==> config.mk <==
export PLATFORM = sky130hd
export DESIGN_NAME = vec_fwd_mux_stage
export DESIGN_NICKNAME = d
export VERILOG_FILES = /design/src/rtl/vec_fwd_mux_stage.sv
export SDC_FILE = /design/constraint.sdc
export NUM_CORES = 1
export LEC_CHECK = 0
export CAP_MARGIN = 40
export CORE_AREA = 2 2 169 171
export DETAILED_ROUTE_END_ITERATION = 10
export DIE_AREA = 0 0 171 173
export PLACE_DENSITY = 0.7
export SYNTH_ARGS = -nofsm -noshare
export SYNTH_HDL_FRONTEND = slang
export SYNTH_SLANG_ARGS = --single-unit
==> constraint.sdc <==
create_clock -name clk -period 24.6 [get_ports clk]
set_clock_uncertainty 0.1 [all_clocks]
set_input_delay 2.46 -clock clk [delete_from_list [all_inputs] [get_ports clk]]
set_output_delay 2.46 -clock clk [all_outputs]
set_load 0.1 [all_outputs]
==> src/rtl/vec_fwd_mux_stage.sv <==
// Vector forwarding-select stage: source mux, lane mask, valid/ready register with 1-entry skid.
// Optional forwarded-transfer counter built only when VEC_FWD_PERF_EN is defined.
module vec_fwd_mux_stage #(
  parameter int  WIDTH = 8,
  parameter int  LANES = 10,
  parameter int  NSRC  = 4,
  localparam int SELW  = $clog2(NSRC)
) (
  input  logic                                   clk,
  input  logic                                   reset,
  input  logic                                   flush,
  input  logic                                   in_valid,
  output logic                                   in_ready,
  input  logic [SELW-1:0]                        sel,
  input  logic [NSRC-1:0][LANES-1:0][WIDTH-1:0]  d,
  input  logic [LANES-1:0]                       lane_en,
  output logic                                   out_valid,
  input  logic                                   out_ready,
  output logic [LANES-1:0][WIDTH-1:0]            q,
  output logic [SELW-1:0]                        q_sel,
  output logic [15:0]                            fwd_count
);

  typedef logic [LANES-1:0][WIDTH-1:0] vec_t;

  logic [SELW-1:0] sel_idx;
  vec_t            v;
  vec_t            skid_q;
  logic [SELW-1:0] skid_sel;
  logic            skid_valid;
  logic            acc;
  logic            drain;

  // NOTE: every variable gets a default before any conditional assignment, so no latch is inferred.
  always_comb begin
    sel_idx = '0;
    if (int'(sel) < NSRC) sel_idx = sel;
    v = '0;
    for (int i = 0; i < LANES; i++) begin
      if (lane_en[i]) v[i] = d[sel_idx][i];
    end
  end

  // in_ready depends only on registered state, so out_ready never reaches it combinationally.
  assign in_ready = ~skid_valid;
  assign acc      = in_valid & in_ready;
  assign drain    = ~out_valid | out_ready;

  // NOTE: sequential state uses non-blocking assignments so all registers update from pre-edge values.
  always_ff @(posedge clk or posedge reset) begin
    if (reset) begin
      out_valid  <= 1'b0;
      skid_valid <= 1'b0;
      q          <= '0;
      q_sel      <= '0;
    end else if (flush) begin
      out_valid  <= 1'b0;
      skid_valid <= 1'b0;
    end else if (drain) begin
      if (skid_valid) begin
        q          <= skid_q;
        q_sel      <= skid_sel;
        skid_valid <= 1'b0;
      end else if (acc) begin
        q     <= v;
        q_sel <= sel;
      end
      out_valid <= skid_valid | acc;
    end else if (acc) begin
      skid_valid <= 1'b1;
    end
  end

  // NOTE: skid payload is qualified by skid_valid, so it needs no reset and stays a plain data register.
  always_ff @(posedge clk) begin
    if (!flush && !drain && acc) begin
      skid_q   <= v;
      skid_sel <= sel;
    end
  end

`ifdef VEC_FWD_PERF_EN
  logic [15:0] fwd_cnt;

  always_ff @(posedge clk or posedge reset) begin
    if (reset) begin
      fwd_cnt <= '0;
    end else if (!flush && acc && (sel != '0) && (fwd_cnt != 16'hFFFF)) begin
      fwd_cnt <= fwd_cnt + 16'd1;
    end
  end

  assign fwd_count = fwd_cnt;
`else
  assign fwd_count = 16'h0;
`endif

endmodule

-- Yosys cells after proc, flatten, opt, wreduce, memory -nomap -nowiden
Cells that the tools add are included.
- output and inout bits: 100
- input bits: 337
- register bits after elaboration: 166
- logic and storage cells: 60
- reductions and logical operators: 8
- order comparisons: 1
- bitwise operators: 6
- mux-type cells: 21
- operators with widths (kind ; count):
    2-to-1 mux 80 bit ; 3
    binary-select mux 80 bit (select 2 bit) ; 1
    2-to-1 mux 8 bit ; 10
    2-to-1 mux 1 bit ; 5
    2-to-1 mux 2 bit ; 2
    nonzero test 2 bit ; 2
    < comparator 2 x 3 -> 1 bit (second input constant) ; 1
    inverter 1 bit ; 3
    AND reduction 3 bit ; 1
    nonzero test 3 bit ; 1
    logical AND 1 bit ; 2
    zero test 1 bit ; 2
    bitwise OR 1 bit ; 2
    bitwise AND 1 bit ; 1

-- Logic depth before layout (Yosys ltp)
- depth in word-level cells: 5
- gate-level depth with buffers: 6
- depth with buffers taken out: 3

-- Worst setup path before layout
No wires, ideal clock.
- path kind: input to register
- from: input out_ready
- to: register skid_q[0] in the netlist's numbering (enable)
- buffers on the path: 0
- data arrival time: 11103 ps
- library setup time: 757 ps
- data required time: 23743 ps
- setup slack: 12640 ps
- stages on the path: 2
- cell sequence: nand2b_1 -> nor4b_1
- word-level cells in the longest chain between the ends: 4
- ends and longest elaborated chain (element ; line ; source):
    start, declared ; 18 ; input logic out_ready,
    bitwise OR 1 bit ; 47 ; assign drain = ~out_valid | out_ready;
    zero test 1 bit ; 76 ; if (!flush && !drain && acc) begin
    logical AND 1 bit (2 in series) ; 76 ;
    end signal, assigned ; 77 ; skid_q <= v;
    end, declared ; 28 ; vec_t skid_q;
No other way between the ends.
A chain may end at the register's enable or synchronous reset.

-- Final worst setup path
- from: input flush
- to: register q[32] in the netlist's numbering
- word-level cells in the longest chain between the ends: 2
- ends and longest elaborated chain (element ; line ; source):
    start, declared ; 11 ; input logic flush,
    inverter 1 bit (no line) ; n/a ;
    AND reduction 3 bit (no line) ; n/a ;
    end signal, assigned ; 61 ; q <= skid_q;
    end signal, assigned ; 65 ; q <= v;
    end, declared ; 19 ; output logic [LANES-1:0][WIDTH-1:0] q,
No other way between the ends.

==> results by group <==
STA
  • Final hold slack: 0.401 ns
  • RSZ-0062 raised after global routing: no
  • Final Slew Violations: 0
  • Total setup violations reported at the end of the flow: 0
  • Post-layout minimum cycle time: 4.45 ns
  • Final Hold Vio Count: 0
  • Slew margin rel.: 43.2%
  • Transition time at the pin with the least slew margin: 0.852 ns
  • Total Negative Setup Slacks: 0 ns
  • Final period utilization: 18.1%
  • Max Clk Rate: 0.225 GHz

Clock tree
  • Maximum level of the CTS H-tree: 4
  • Clock Path Buffers: 2
  • Post-CTS Setup Bufs: 0
  • Post-CTS Hold Buffers: 0
  • TritonCTS clock tree: built
  • Clock latency of the later-clocked register in the worst-skew pair: 0.41 ns
  • Clock net sink count: 166
  • Cell at the root of the clock tree: clkbuf_16
  • CTS-repair resized insts: 0
  • Clock-pin slew on the worst setup and hold paths: 0.06 ns
  • Inserted Clock Buffers: 17

Global route
  • Maximum number of pins on one net before global-route repair: 86
  • First-pass GRT wire length: 52300 um
  • Vias in the first global route: 9604
  • Antenna violations before repair: 0
  • Total global routing track utilization: 22.5%
  • Overall overflow remaining after global route: 0

Worst hold path
  • Class of the tightest hold or removal check: register to register
  • Start point of the worst hold path: q_sel[0]

Logic synthesis
  • Summed instance area of the synthesized netlist: 9910 um2
  • Post-Synthesis Mean Instance Area: 11.4 um2
  • Instance count of the mapped netlist: 873
  • Cell type contributing the most total cell area after synthesis: edfxtp_1
  • Count of synthesis-stage warnings from yosys: 0
  • Cell variety after synth: 26
  • Register area share after synthesis: 46.1%
  • Area contributors post-synth: edfxtp_1 25%, dfrtp_1 21%, mux2i_1 16%
  • Area fraction of the dominant cell type after synthesis: 24.8%
  • Register bit total from synthesis: 166

Layout
  • Layout cells sized above 1: 10.9%
  • Final Core Density: 60.2%
  • Diodes inserted: 0
  • Non-filler cells, final: 1707
  • Commonest non-fill, non-tap cells in the layout: 419 x clkdlybuf4s50_1, 162 x mux2i_1, 83 x dfrtp_1
  • Post-layout instance area: 16600 um2
  • Fill cell count: 2280
  • Layout overhead on the synthesized area: 67.9%
  • Most frequent standard cell in the layout excluding fill and tap cells: clkdlybuf4s50_1
  • Number of nets at the end of the flow: 1653

Critical path
  • Maximum fanout along the worst path: 44
  • Critical path capture point type: register
  • Critical path startpoint: flush
  • Worst endpoint required time: 24.85 ns
  • Crit path buffers/inverters: 3
  • Crit path arrival time: 4.70 ns
  • Slowest stage cell on the critical path: nand2b_4
  • CP Class: input port to register
  • Largest stage delay on the critical path: 0.58 ns
  • Ordered list of cells on the worst path: clkdlybuf4s50_1 -> o21bai_4 -> buf_4 -> nand2b_4 -> buf_12 -> a22o_1
  • Largest delay share family, worst path: buffers and inverters
  • Startpoint type of the worst setup path: input port
  • Start of the worst register-to-register path: skid_valid

Power and ir drop
  • Worst vdd ir: 0.0429 mV
  • Leakage power summed over all cells: 6.62 nW
  • Ratio of total power to cell area: 64.0 nW/um2

Placement
  • Gpl congestion: 0.786
  • Post-placement cell area: 16100 um2
  • Total instance count after detailed placement: 1675
  • DPL Wire Length: 24600 um
  • Number of I/O port buffers: 420

Detailed routing
  • Aggregate routed wire length: 33800 um
  • Post-route antenna net violation count: 0
  • Vias post-DR: 9112
  • Iteration count of the initial detailed-routing pass: 5
  • Number of DRC markers after the initial detailed-route iteration: 619
  • Drc violations: 0
  • DR WL/cell: 19.8 um
  • Post-detailed-route via-to-cell ratio: 5.34

Floorplan
  • Die span in x: 171 um
  • Total I/O pin count: 437
  • Area of the die: 29600 um2
  • DIE HEIGHT: 173 um
  • Standard-cell rows: 61
  • Placeable Area: 27600 um2
  • Starting density of the core: 35.9%

Run status
  • Outcome: finished, final reports clean

Job
  • Max-cap check violation count: 0
## power breakdown
group | total, mW | switching [mW] | leakage (nW) | internal (mW)
combinational | 0.485 | 0.268 | 4.52 | 0.217
sequential | 0.330 | 0.0139 | 1.84 | 0.316
clock | 0.250 | 0.119 | 0.265 | 0.132
total | 1.07 | 0.401 | 6.62 | 0.665
## cells in the mapped netlist (all sizes together)
master	instances
o21bai	1
inv	2
nor2b	81
clkbuf	30
dfrtp	84
nor3	80
o221ai	80
edfxtp	82
o22ai	80
nand2b	12
conb	1
a22o	80
nand2	10
mux2i	162
buf	80
o21ai	4
nor4b	1
a21oi	1
nor2	2
## stage by stage
step / total power, mW / worst slack, ns
2_1_floorplan: 0.587 / 12.64
3_3_place_gp: 0.704 / 19.61
3_5_place_dp: 0.821 / 19.72
4_1_cts: 1.07 / 20.15
5_1_grt: 1.11 / 20.06
6_report: 1.07 / 20.15
## final timing paths
kind	to	slack (ns)	cells past startpoint
min in group asynchronous	q[29]	2.32	2
hold reg to reg	q_sel[0]	0.40	2
hold / removal	q_sel[0]	0.40	2
setup reg to reg	q[32]	21.78	6
setup / recovery	q[32]	20.15	6
max in group asynchronous	skid_valid	20.91	3
## routing by layer
| metal | vias up | GRT usage (%) | share of wire (%) |
|---|---|---|---|
| li1 | 4315 | - | - |
| met1 | 4359 | 27.2 | 40 |
| met2 | 392 | 39.5 | 50 |
| met3 | 46 | 4.53 | 6.5 |
| met4 | 0 | 7.56 | 2.8 |
| met5 | - | 0 | 0 |
## kinds of logic after synthesis
logic type	Yosys count	synth area share [%]
compound gates	246	19.6
mux	162	16.4
flops	166	46.1
other cells	1	0.0378
buf+inv	112	7.31
simple gates	186	10.7
## flip-flops by register name (all words and copies together) (netlist names)
signal      flops
skid_valid      1
skid_sel        2
q_sel           2
skid_q         80
out_valid       1
q              80
## final cells by class
class                   count  area, um2  area share, %
well taps                 378        473           2.84
repair buffers            519       6340           38.1
inverters                   2       10.0         0.0602
clock buffers              17        425           2.56
flip-flops and latches    166       4570           27.4
multi-input cells         610       4710           28.3
clock inverters            15        120          0.722
## worst reg2reg max path: stages (launching register included)
cell and delay, ns:
dfrtp_2 0.41, buf_4 0.34, o21bai_4 0.34, buf_4 0.45, nand2b_4 0.58, buf_12 0.30
a22o_1 0.22
Note: power is estimated with default switching activity, not from simulation.
